--- src/rtl/elevator_scheduler_if.sv ---
// elevator_scheduler_if
//   Bundles the call/timebase inputs and the car status outputs of the
//   elevator scheduler.
//   Optional build macro: ESTOP_EN (adds estop / estop_active).
// Signals
//   tick           timebase enable pulse, one clk_in cycle wide
//   req            floor-call pulses/levels, bit f = call for floor f
//   current_floor  floor the car is at or last passed
//   dir_up         1 = up preference/direction, 0 = down
//   moving         car travelling between floors
//   door_open      door dwell in progress
//   pending        latched, unserved calls
//   estop          (ESTOP_EN) emergency stop request
//   estop_active   (ESTOP_EN) registered estop
// Modports
//   master  drives tick/req, observes status (controller side / bench)
//   slave   the scheduler itself
interface elevator_scheduler_if #(
   parameter int NUM_FLOORS = 4,
   parameter int FLOOR_W    = 2
);
   logic                  tick;
   logic [NUM_FLOORS-1:0] req;
   logic [FLOOR_W-1:0]    current_floor;
   logic                  dir_up;
   logic                  moving;
   logic                  door_open;
   logic [NUM_FLOORS-1:0] pending;
`ifdef ESTOP_EN
   logic                  estop;
   logic                  estop_active;

   modport master (
      output tick, req, estop,
      input  current_floor, dir_up, moving, door_open, pending, estop_active
   );
   modport slave (
      input  tick, req, estop,
      output current_floor, dir_up, moving, door_open, pending, estop_active
   );
`else
   modport master (
      output tick, req,
      input  current_floor, dir_up, moving, door_open, pending
   );
   modport slave (
      input  tick, req,
      output current_floor, dir_up, moving, door_open, pending
   );
`endif
endinterface

--- src/rtl/elevator_scheduler.sv ---
// elevator_scheduler
//   Car-motion sequencer: latches floor calls, chooses travel direction with
//   collective (SCAN) ordering, times floor-to-floor travel and door dwell in
//   timebase ticks.
//   Optional build macro: ESTOP_EN -- adds estop input / estop_active output
//   on the interface; while estop is high the FSM and timer hold in place
//   and calls keep latching.
// Ports
//   clk_in  system clock
//   rst     synchronous reset, active-high
//   bus     elevator_scheduler_if.slave (tick, req in; status out)
//
//   state  | meaning
//   -------+------------------------------------------------------------
//   IDLE   | parked, no call to serve; decides every cycle
//   MOVE   | travelling, cnt counts ticks toward the next floor
//   DOOR   | door open at current_floor, cnt counts dwell ticks
module elevator_scheduler #(
   parameter int NUM_FLOORS   = 4,
   parameter int FLOOR_W      = 2,
   parameter int TRAVEL_TICKS = 100,
   parameter int DOOR_TICKS   = 150,
   parameter int CNT_W        = 8
) (
   input logic clk_in,
   input logic rst,
   elevator_scheduler_if.slave bus
);

   typedef enum logic [1:0] {S_IDLE, S_MOVE, S_DOOR} state_t;

   state_t                state;
   logic [FLOOR_W-1:0]    cur_floor;
   logic                  dir_up_r;
   logic                  moving_r;
   logic                  door_r;
   logic [NUM_FLOORS-1:0] pend;
   logic [CNT_W-1:0]      cnt;

   logic                  freeze;
   logic                  above, below, here;
   logic                  nf_above, nf_below, nf_pend;
   logic                  fwd, rev, nf_fwd, nf_rev;
   logic [FLOOR_W-1:0]    nf;
   logic [NUM_FLOORS-1:0] cur_oh, nf_oh, mask_cur, clr;
   logic                  tick_ok, step_done, door_done, restart;

   localparam logic [NUM_FLOORS-1:0] ONE = {{(NUM_FLOORS-1){1'b0}}, 1'b1};

`ifdef ESTOP_EN
   logic estop_r;
   assign freeze            = bus.estop;
   assign bus.estop_active  = estop_r;
`else
   assign freeze = 1'b0;
`endif

   assign bus.current_floor = cur_floor;
   assign bus.dir_up        = dir_up_r;
   assign bus.moving        = moving_r;
   assign bus.door_open     = door_r;
   assign bus.pending       = pend;

   // Call-position summaries relative to the current floor and to the floor
   // the car is about to reach (nf) when a travel step completes.
   always_comb begin
      above    = 1'b0;
      below    = 1'b0;
      nf_above = 1'b0;
      nf_below = 1'b0;
      nf       = dir_up_r ? cur_floor + FLOOR_W'(1) : cur_floor - FLOOR_W'(1);
      for (int f = 0; f < NUM_FLOORS; f++) begin
         if (f > int'(cur_floor)) above    = above    | pend[f];
         if (f < int'(cur_floor)) below    = below    | pend[f];
         if (f > int'(nf))        nf_above = nf_above | pend[f];
         if (f < int'(nf))        nf_below = nf_below | pend[f];
      end
   end

   assign here    = pend[cur_floor];
   assign nf_pend = pend[nf];
   assign cur_oh  = ONE << cur_floor;
   assign nf_oh   = ONE << nf;
   assign fwd     = dir_up_r ? above : below;
   assign rev     = dir_up_r ? below : above;
   assign nf_fwd  = dir_up_r ? nf_above : nf_below;
   assign nf_rev  = dir_up_r ? nf_below : nf_above;

   assign tick_ok   = bus.tick & ~freeze;
   assign step_done = (state == S_MOVE) && tick_ok && (cnt == CNT_W'(TRAVEL_TICKS - 1));
   // A hall call at the open door is absorbed: it only extends the dwell.
   assign restart   = (state == S_DOOR) && bus.req[cur_floor] && !freeze;
   assign door_done = (state == S_DOOR) && tick_ok && !restart &&
                      (cnt == CNT_W'(DOOR_TICKS - 1));
   assign mask_cur  = (state == S_DOOR) ? cur_oh : '0;

   // Bit being served on this edge; it wins over a same-edge call.
   always_comb begin
      clr = '0;
      if (!freeze) begin
         if (state == S_IDLE && here)  clr = cur_oh;
         else if (step_done && nf_pend) clr = nf_oh;
      end
   end

   always_ff @(posedge clk_in) begin
      if (rst) begin
         state     <= S_IDLE;
         cur_floor <= '0;
         dir_up_r  <= 1'b1;
         moving_r  <= 1'b0;
         door_r    <= 1'b0;
         pend      <= '0;
         cnt       <= '0;
`ifdef ESTOP_EN
         estop_r   <= 1'b0;
`endif
      end else begin
         pend <= (pend | (bus.req & ~mask_cur)) & ~clr;
`ifdef ESTOP_EN
         estop_r <= bus.estop;
`endif
         if (!freeze) begin
            case (state)
               S_IDLE: begin
                  if (here) begin
                     state  <= S_DOOR;
                     door_r <= 1'b1;
                     cnt    <= '0;
                  end else if (above || below) begin
                     state    <= S_MOVE;
                     moving_r <= 1'b1;
                     cnt      <= '0;
                     if (!(above && below)) dir_up_r <= above;
                  end
               end
               S_MOVE: begin
                  if (step_done) begin
                     cur_floor <= nf;
                     cnt       <= '0;
                     if (nf_pend) begin
                        state    <= S_DOOR;
                        moving_r <= 1'b0;
                        door_r   <= 1'b1;
                     end else if (nf_fwd) begin
                        state <= S_MOVE;
                     end else if (nf_rev) begin
                        dir_up_r <= ~dir_up_r;
                     end else begin
                        state    <= S_IDLE;
                        moving_r <= 1'b0;
                     end
                  end else if (bus.tick) begin
                     cnt <= cnt + CNT_W'(1);
                  end
               end
               S_DOOR: begin
                  if (restart) begin
                     cnt <= '0;
                  end else if (door_done) begin
                     cnt    <= '0;
                     door_r <= 1'b0;
                     if (fwd) begin
                        state    <= S_MOVE;
                        moving_r <= 1'b1;
                     end else if (rev) begin
                        state    <= S_MOVE;
                        moving_r <= 1'b1;
                        dir_up_r <= ~dir_up_r;
                     end else begin
                        state <= S_IDLE;
                     end
                  end else if (bus.tick) begin
                     cnt <= cnt + CNT_W'(1);
                  end
               end
               default: begin
                  state    <= S_IDLE;
                  moving_r <= 1'b0;
                  door_r   <= 1'b0;
               end
            endcase
         end
      end
   end

`ifndef SYNTHESIS
   // Direction logic only heads toward a pending call, so a step can never
   // leave the served range.
   always @(posedge clk_in) begin
      if (!rst && step_done)
         assert (dir_up_r ? (int'(cur_floor) < NUM_FLOORS - 1) : (cur_floor != '0));
   end
`endif

endmodule

--- src/flat_wrapper.sv ---
// flat-port wrapper written by rule: the top's interface ports become plain ports
module elevator_scheduler_flat 
#(
   parameter int NUM_FLOORS   = 4,
   parameter int FLOOR_W      = 2,
   parameter int TRAVEL_TICKS = 100,
   parameter int DOOR_TICKS   = 150,
   parameter int CNT_W        = 8
)
  (clk_in, rst, bus_tick, bus_req, bus_current_floor, bus_dir_up, bus_moving, bus_door_open, bus_pending);
  elevator_scheduler_if #(.NUM_FLOORS(NUM_FLOORS), .FLOOR_W(FLOOR_W)) bus_i ();
  input logic clk_in;
  input logic rst;
  input wire logic [$bits(bus_i.tick)-1:0] bus_tick;
  input wire logic [$bits(bus_i.req)-1:0] bus_req;
  output wire logic [$bits(bus_i.current_floor)-1:0] bus_current_floor;
  output wire logic [$bits(bus_i.dir_up)-1:0] bus_dir_up;
  output wire logic [$bits(bus_i.moving)-1:0] bus_moving;
  output wire logic [$bits(bus_i.door_open)-1:0] bus_door_open;
  output wire logic [$bits(bus_i.pending)-1:0] bus_pending;
  assign bus_i.tick = bus_tick;
  assign bus_i.req = bus_req;
  assign bus_current_floor = bus_i.current_floor;
  assign bus_dir_up = bus_i.dir_up;
  assign bus_moving = bus_i.moving;
  assign bus_door_open = bus_i.door_open;
  assign bus_pending = bus_i.pending;
  elevator_scheduler #(.NUM_FLOORS(NUM_FLOORS), .FLOOR_W(FLOOR_W), .TRAVEL_TICKS(TRAVEL_TICKS), .DOOR_TICKS(DOOR_TICKS), .CNT_W(CNT_W)) u_core (.clk_in(clk_in), .rst(rst), .bus(bus_i));
endmodule
--- config.mk ---
export PLATFORM = sky130hd
export DESIGN_NAME = elevator_scheduler_flat
export DESIGN_NICKNAME = d
export VERILOG_FILES = /design/src/rtl/elevator_scheduler_if.sv /design/src/rtl/elevator_scheduler.sv /design/src/flat_wrapper.sv
export SDC_FILE = /design/constraint.sdc
export NUM_CORES = 1
export LEC_CHECK = 0
export CORE_MARGIN = 1.5
export CORE_UTILIZATION = 55
export DETAILED_ROUTE_END_ITERATION = 10
export PLACE_DENSITY = 0.89
export SETUP_SLACK_MARGIN = 0.15
export SYNTH_ARGS = -nofsm -noshare
export SYNTH_HDL_FRONTEND = slang
export SYNTH_SLANG_ARGS = --single-unit
--- constraint.sdc ---
create_clock -name clk_in -period 3.5 [get_ports clk_in]
set_clock_uncertainty 0.2 [all_clocks]
set_input_delay 0.7 -clock clk_in [delete_from_list [all_inputs] [get_ports clk_in]]
set_output_delay 0.7 -clock clk_in [all_outputs]
set_load 0.05 [all_outputs]
-- Word level (Yosys, flattened, before mapping)
Cells that the tools add are included.
- $add $sub $neg: 3
- muxes and demuxes: 73
- reductions and logical operators: 19
- equal/unequal tests: 22
- shift-type cells: 2
- bitwise logic cells: 14
- magnitude comparators: 14
- operator list (cell ; count):
    $mux 8 ; 6
    $mux 1 ; 46
    $pmux 8 s3 ; 1
    $mux 2 ; 10
    $ne 2x2->1 const B ; 7
    $mux 4 ; 3
    $ne 2x1->1 const B ; 6
    $reduce_and 12->1 ; 1
    $reduce_and 5->1 ; 2
    $logic_and 1x1->1 ; 9
    $ne 3x2->1 const B ; 3
    $pmux 1 s3 ; 3
    $add 8x1->8 const B ; 1
    $and 4x4->4 ; 2
    $eq 8x7->1 const B ; 1
    $eq 8x8->1 const B ; 1
    $gt 2x2->1 const A ; 4
    $lt 1x2->1 const A ; 4
    $not 4->4 ; 2
    $or 1x1->1 ; 8
    $reduce_and 8->1 ; 1
    $shl 1x2->4 const A ; 2
    $bmux 1 s2 ; 3
    $lt 2x3->1 const B ; 2
    16 further kinds ; 19
- output and inout port bits: 9
- register bits: 19
- logic and storage cells: 154

-- Longest topological paths before layout
- depth in word-level cells: 14
- mapped depth: 10
- mapped depth without buffers: 9

-- Worst setup path after synthesis
No wires, ideal clock.
- kind: reg-to-reg
- start point: register u_core.cur_floor[0] (netlist: u_core.bus.current_floor[0])
- end point: register u_core.state[0]
- data required time: 3233 ps
- stages on the path, launching flop included: 11
- data arrival time: 3004 ps
- setup slack: 228 ps
- period minus slack after synthesis: 3272 ps
- cell sequence: dfxtp_1 -> buf_2 -> inv_1 -> ha_1 -> xor2_4 -> mux4_2 -> nand2b_4 -> nor3_2 -> a211oi_1 -> or3_1 -> a21oi_2
- cells in the longest elaborated chain, start to end: 13
- elaborated cells between the ends (all ways): 64
- RTL lines (what ; RTL line ; text):
    start: declaration ; elevator_scheduler.sv:33 ; logic [FLOOR_W-1:0] cur_floor;
    start signal: assignment ; elevator_scheduler.sv:139 ; cur_floor <= nf;
    $sub 2x1->2 / $add 2x1->2 (equally long branches) ; elevator_scheduler.sv:71 ; nf = dir_up_r ? cur_floor + FLOOR_W'(1) : cur_floor - FLOOR_W'(1);
    $mux 2 ; elevator_scheduler.sv:71 ;
    $lt 1x2->1 / $gt 1x2->1 (equally long branches) ; elevator_scheduler.sv:76, elevator_scheduler.sv:75 ;
    $mux 1, on equally long branches ; elevator_scheduler.sv:76, elevator_scheduler.sv:75 ;
    $or 1x1->1, on equally long branches ; elevator_scheduler.sv:76, elevator_scheduler.sv:75 ;
    $mux 1, on equally long branches ; elevator_scheduler.sv:76, elevator_scheduler.sv:75 ;
    $or 1x1->1, on equally long branches ; elevator_scheduler.sv:76, elevator_scheduler.sv:75 ;
    $mux 1, on equally long branches ; elevator_scheduler.sv:76, elevator_scheduler.sv:75 ;
    $mux 1 ; elevator_scheduler.sv:86 ; assign nf_fwd = dir_up_r ? nf_above : nf_below;
    $mux 2 ; elevator_scheduler.sv:145 ; end else if (nf_fwd) begin
    $mux 2 ; elevator_scheduler.sv:141 ; if (nf_pend) begin
    $mux 2 ; elevator_scheduler.sv:138 ; if (step_done) begin
    $pmux 2 s3 ; elevator_scheduler.sv:124 ; case (state)
    end signal: assignment ; elevator_scheduler.sv:127 ; state <= S_DOOR;
    end signal: assignment ; elevator_scheduler.sv:142 ; state <= S_DOOR;
    end signal: assignment ; elevator_scheduler.sv:146 ; state <= S_MOVE;
    end: declaration ; elevator_scheduler.sv:32 ; state_t state;
Several ways; a longest one is shown, not always the timed one. The select of a mux whose other input is x is not followed.
A chain may end at the register's enable or synchronous reset.

-- Worst setup path in the final report
- start point: register u_core.cur_floor[1] (netlist: u_core.bus.current_floor[1])
- end point: register u_core.state[0]
The elaborated chain is that of the path after synthesis.

==> impl_metrics.yaml <==
layout:
  fin_nets: 201
  layout-drive-gt1-share_pct: 8.840
  multi_input_area_um2: 968.4
  diodes: 0
  area_growth_syn_to_layout_pct: 14.17
  nFillCells: 216
  seq_area_um2: 380.4
clocking:
  ctsLongestPathBuffers: 2
  clkTransAtPathRegs_ps: 130
  clockRootBuffer: "clkbuf_4"
  cts_tree: "built"
  cts_sinks: 19
  cts_max_level: 1
  postCtsHoldBufs: 0
  cts_resized: 0
  numCtsBuffers: 3
  postCtsSetupBuffers: 0
  clock_latency_ps: 330
floorplanning:
  die_h_um: 53.84
  initial_core_util_pct: 57.90
  die_area_um2: 2898
  die_w_um: 53.84
  io_pins: 16
  rows: 18
  core_area_um2: 2455
timing:
  worst_pin_slew_ps: 682.3
  fin_crit_sh_pct: 90.23
  maxClockFrequency_mhz: 316.6
  period_needed_ps: 3158
  timing.final.ws_setup_ps: 341.9
  hold_viol: 0
  slew_viol_final: 0
  relSlewSlack_pct: 54.51
  setup_viol: 0
  setup_tns_ps: 0
  rsz0062_at_grt: "false"
global_route:
  grt_max_degree: 13
  grt_usage_pct: 26.98
  antenna_found_initial: 0
  grt_pass1_wl_mm: 5.485
  grt_overflow: 0
  grt_pass1_vias: 1220
yosys:
  netlist.area_leader.share_pct: 26.76
  synthXorXnorAreaFrac_pct: 7.482
  yosysTopAreaCell: "dfxtp_1"
  synth_compound_area_share_pct: 20.60
  synthCells: 165
  avgSynthCellArea_um2: 8.614
  netlist_area_um2: 1421
  synth-edff-count: 0
  yosys_warnings: 0
  syn_nets: 184
  yosysMostFrequentCell: "dfxtp_1"
  synth.distinct_cells: 49
  ys.flop_type: "dfxtp_1"
  async_reset_ff_share_pct: 0
  yosys.area_share.simple_pct: 24.74
  synthTopCellsByCount: "dfxtp_1, nand2_1, nor2_1, ha_1, inv_1"
  yosysSeqAreaShare_pct: 26.76
  synth_top_family_by_area: "simple AND/OR/NAND/NOR gates"
  synth-adder-area-share_pct: 10.56
  synthMuxAreaShare_pct: 4.754
  synth_seq_cells: 19
  synthTopCellsByArea: "dfxtp_1, ha_1, mux4_2, xor2_1, nand2_1"
hold_path:
  hold_path.class: "reg -> reg"
setup_path:
  path_class: "reg -> reg"
  crit_required_ps: 3550
  cp.arrival_ps: 3200
  cp-start-kind: "flip-flop"
  endpoint_kind: "flip-flop"
  crit_fanout: 10
run_status:
  status: "complete, no violations"
detailed_routing:
  dr.pass1.iters: 4
  drt-initial-drc-count: 35
  post_drt_wl_per_cell_um: 16.04
  routed_wl_mm: 3.384
  ant_nets: 0
  vias_per_cell: 6.223
  route.detailed.drc: 0
  vias: 1313
placed_design:
  gp_congestion: 0.8702
  dpl.hpwl_mm: 2.615
  port_buffers: 15
  dp_slack_ps: 338.6
job:
  max-cap-violations: 0
power:
  finalPower_mw: 0.9452
  ir_drop_uv: 438.3
  leakagePower_nw: 0.6284
  powerDensity_nw_per_um2: 582.4
final timing paths:
path              cells past startpoint                           end  slack [ps]                                      from
setup reg to reg                      9  u_core.state[0]$_SDFFE_PP0P_         340  u_core.bus.current_floor[1]$_SDFFE_PP0P_
setup / recovery                      9  u_core.state[0]$_SDFFE_PP0P_         340  u_core.bus.current_floor[1]$_SDFFE_PP0P_
hold reg to reg                       2  u_core.state[1]$_SDFFE_PP0P_         330              u_core.state[1]$_SDFFE_PP0P_
hold / removal                        2  u_core.state[1]$_SDFFE_PP0P_         330              u_core.state[1]$_SDFFE_PP0P_
flip-flops by register name, indices dropped and copies added (netlist names):
name,flops
u_core.bus.door_open,1
u_core.bus.moving,1
u_core.bus.pending,4
u_core.bus.dir_up,1
u_core.state,2
u_core.bus.current_floor,2
u_core.cnt,8
placed cells by master (no fill, tap or decap), drive strengths merged, types with 4 or more instances in the layout:
| cell | Yosys | final |
|---|---|---|
| nand3 | 6 | 6 |
| nand2b | 5 | 5 |
| o21ai | 8 | 8 |
| a31oi | 5 | 5 |
| inv | 11 | 11 |
| nand2 | 14 | 14 |
| nor2 | 13 | 13 |
| and2 | 4 | 4 |
| dfxtp | 19 | 19 |
| a21oi | 11 | 11 |
| clkdlybuf4s50 | 0 | 15 |
| xor2 | 8 | 8 |
| ha | 12 | 12 |
worst max-delay path: stages (launching register included):
cell and delay, ps:
dfxtp_1 580, inv_1 150, ha_1 430, xor2_4 230, mux4_2 580, nand2b_4 190, nor3_2 200, a211oi_1 70
or3_1 340, a21oi_2 120
logic make-up (layout without fill, tap and decap cells):
family          after synthesis  in the layout
compound gates               42             42
xor+xnor                     10             10
fa+ha+maj                    12             12
buf+inv                      16             32
flops                        19             19
mux                           3              3
simple gates                 63             63
where the power goes:
part | internal [mW] | switching (mW) | total (mW)
Sequential | 0.249 | 0.0462 | 0.295
Combinational | 0.207 | 0.319 | 0.526
Clock | 0.0438 | 0.0797 | 0.124
per-layer routing:
layer  track usage (%)  vias up  part of all wire, %
met2             42.28       61                   48
met4             13.68        0                  1.8
met3             8.333        7                  6.8
met1             33.11      612                   44
li1                  -      633                    -
met5                 0        -                    0
area by class of cell:
class                   count  area share [%]
multi-input cells         130           59.68
flip-flops and latches     19           23.44
clock buffers               3           1.388
clock inverters             1          0.4626
repair buffers             17           10.18
well taps                  30           2.313
inverters                  11           2.544
stage by stage:
step                      instance area (µm²)  instances  util, %  hold slack, ps
final                                    1623        211    66.11           329.9
after detailed placement                 1593        207    64.88           302.9
after global placement                   1593        207    64.88           283.8
after global routing                     1623        211    66.11           353.5
after CTS                                1623        211    66.11           318.3
after floorplan                          1421        165        -           264.7
Note: power is estimated with default switching activity, not from simulation.
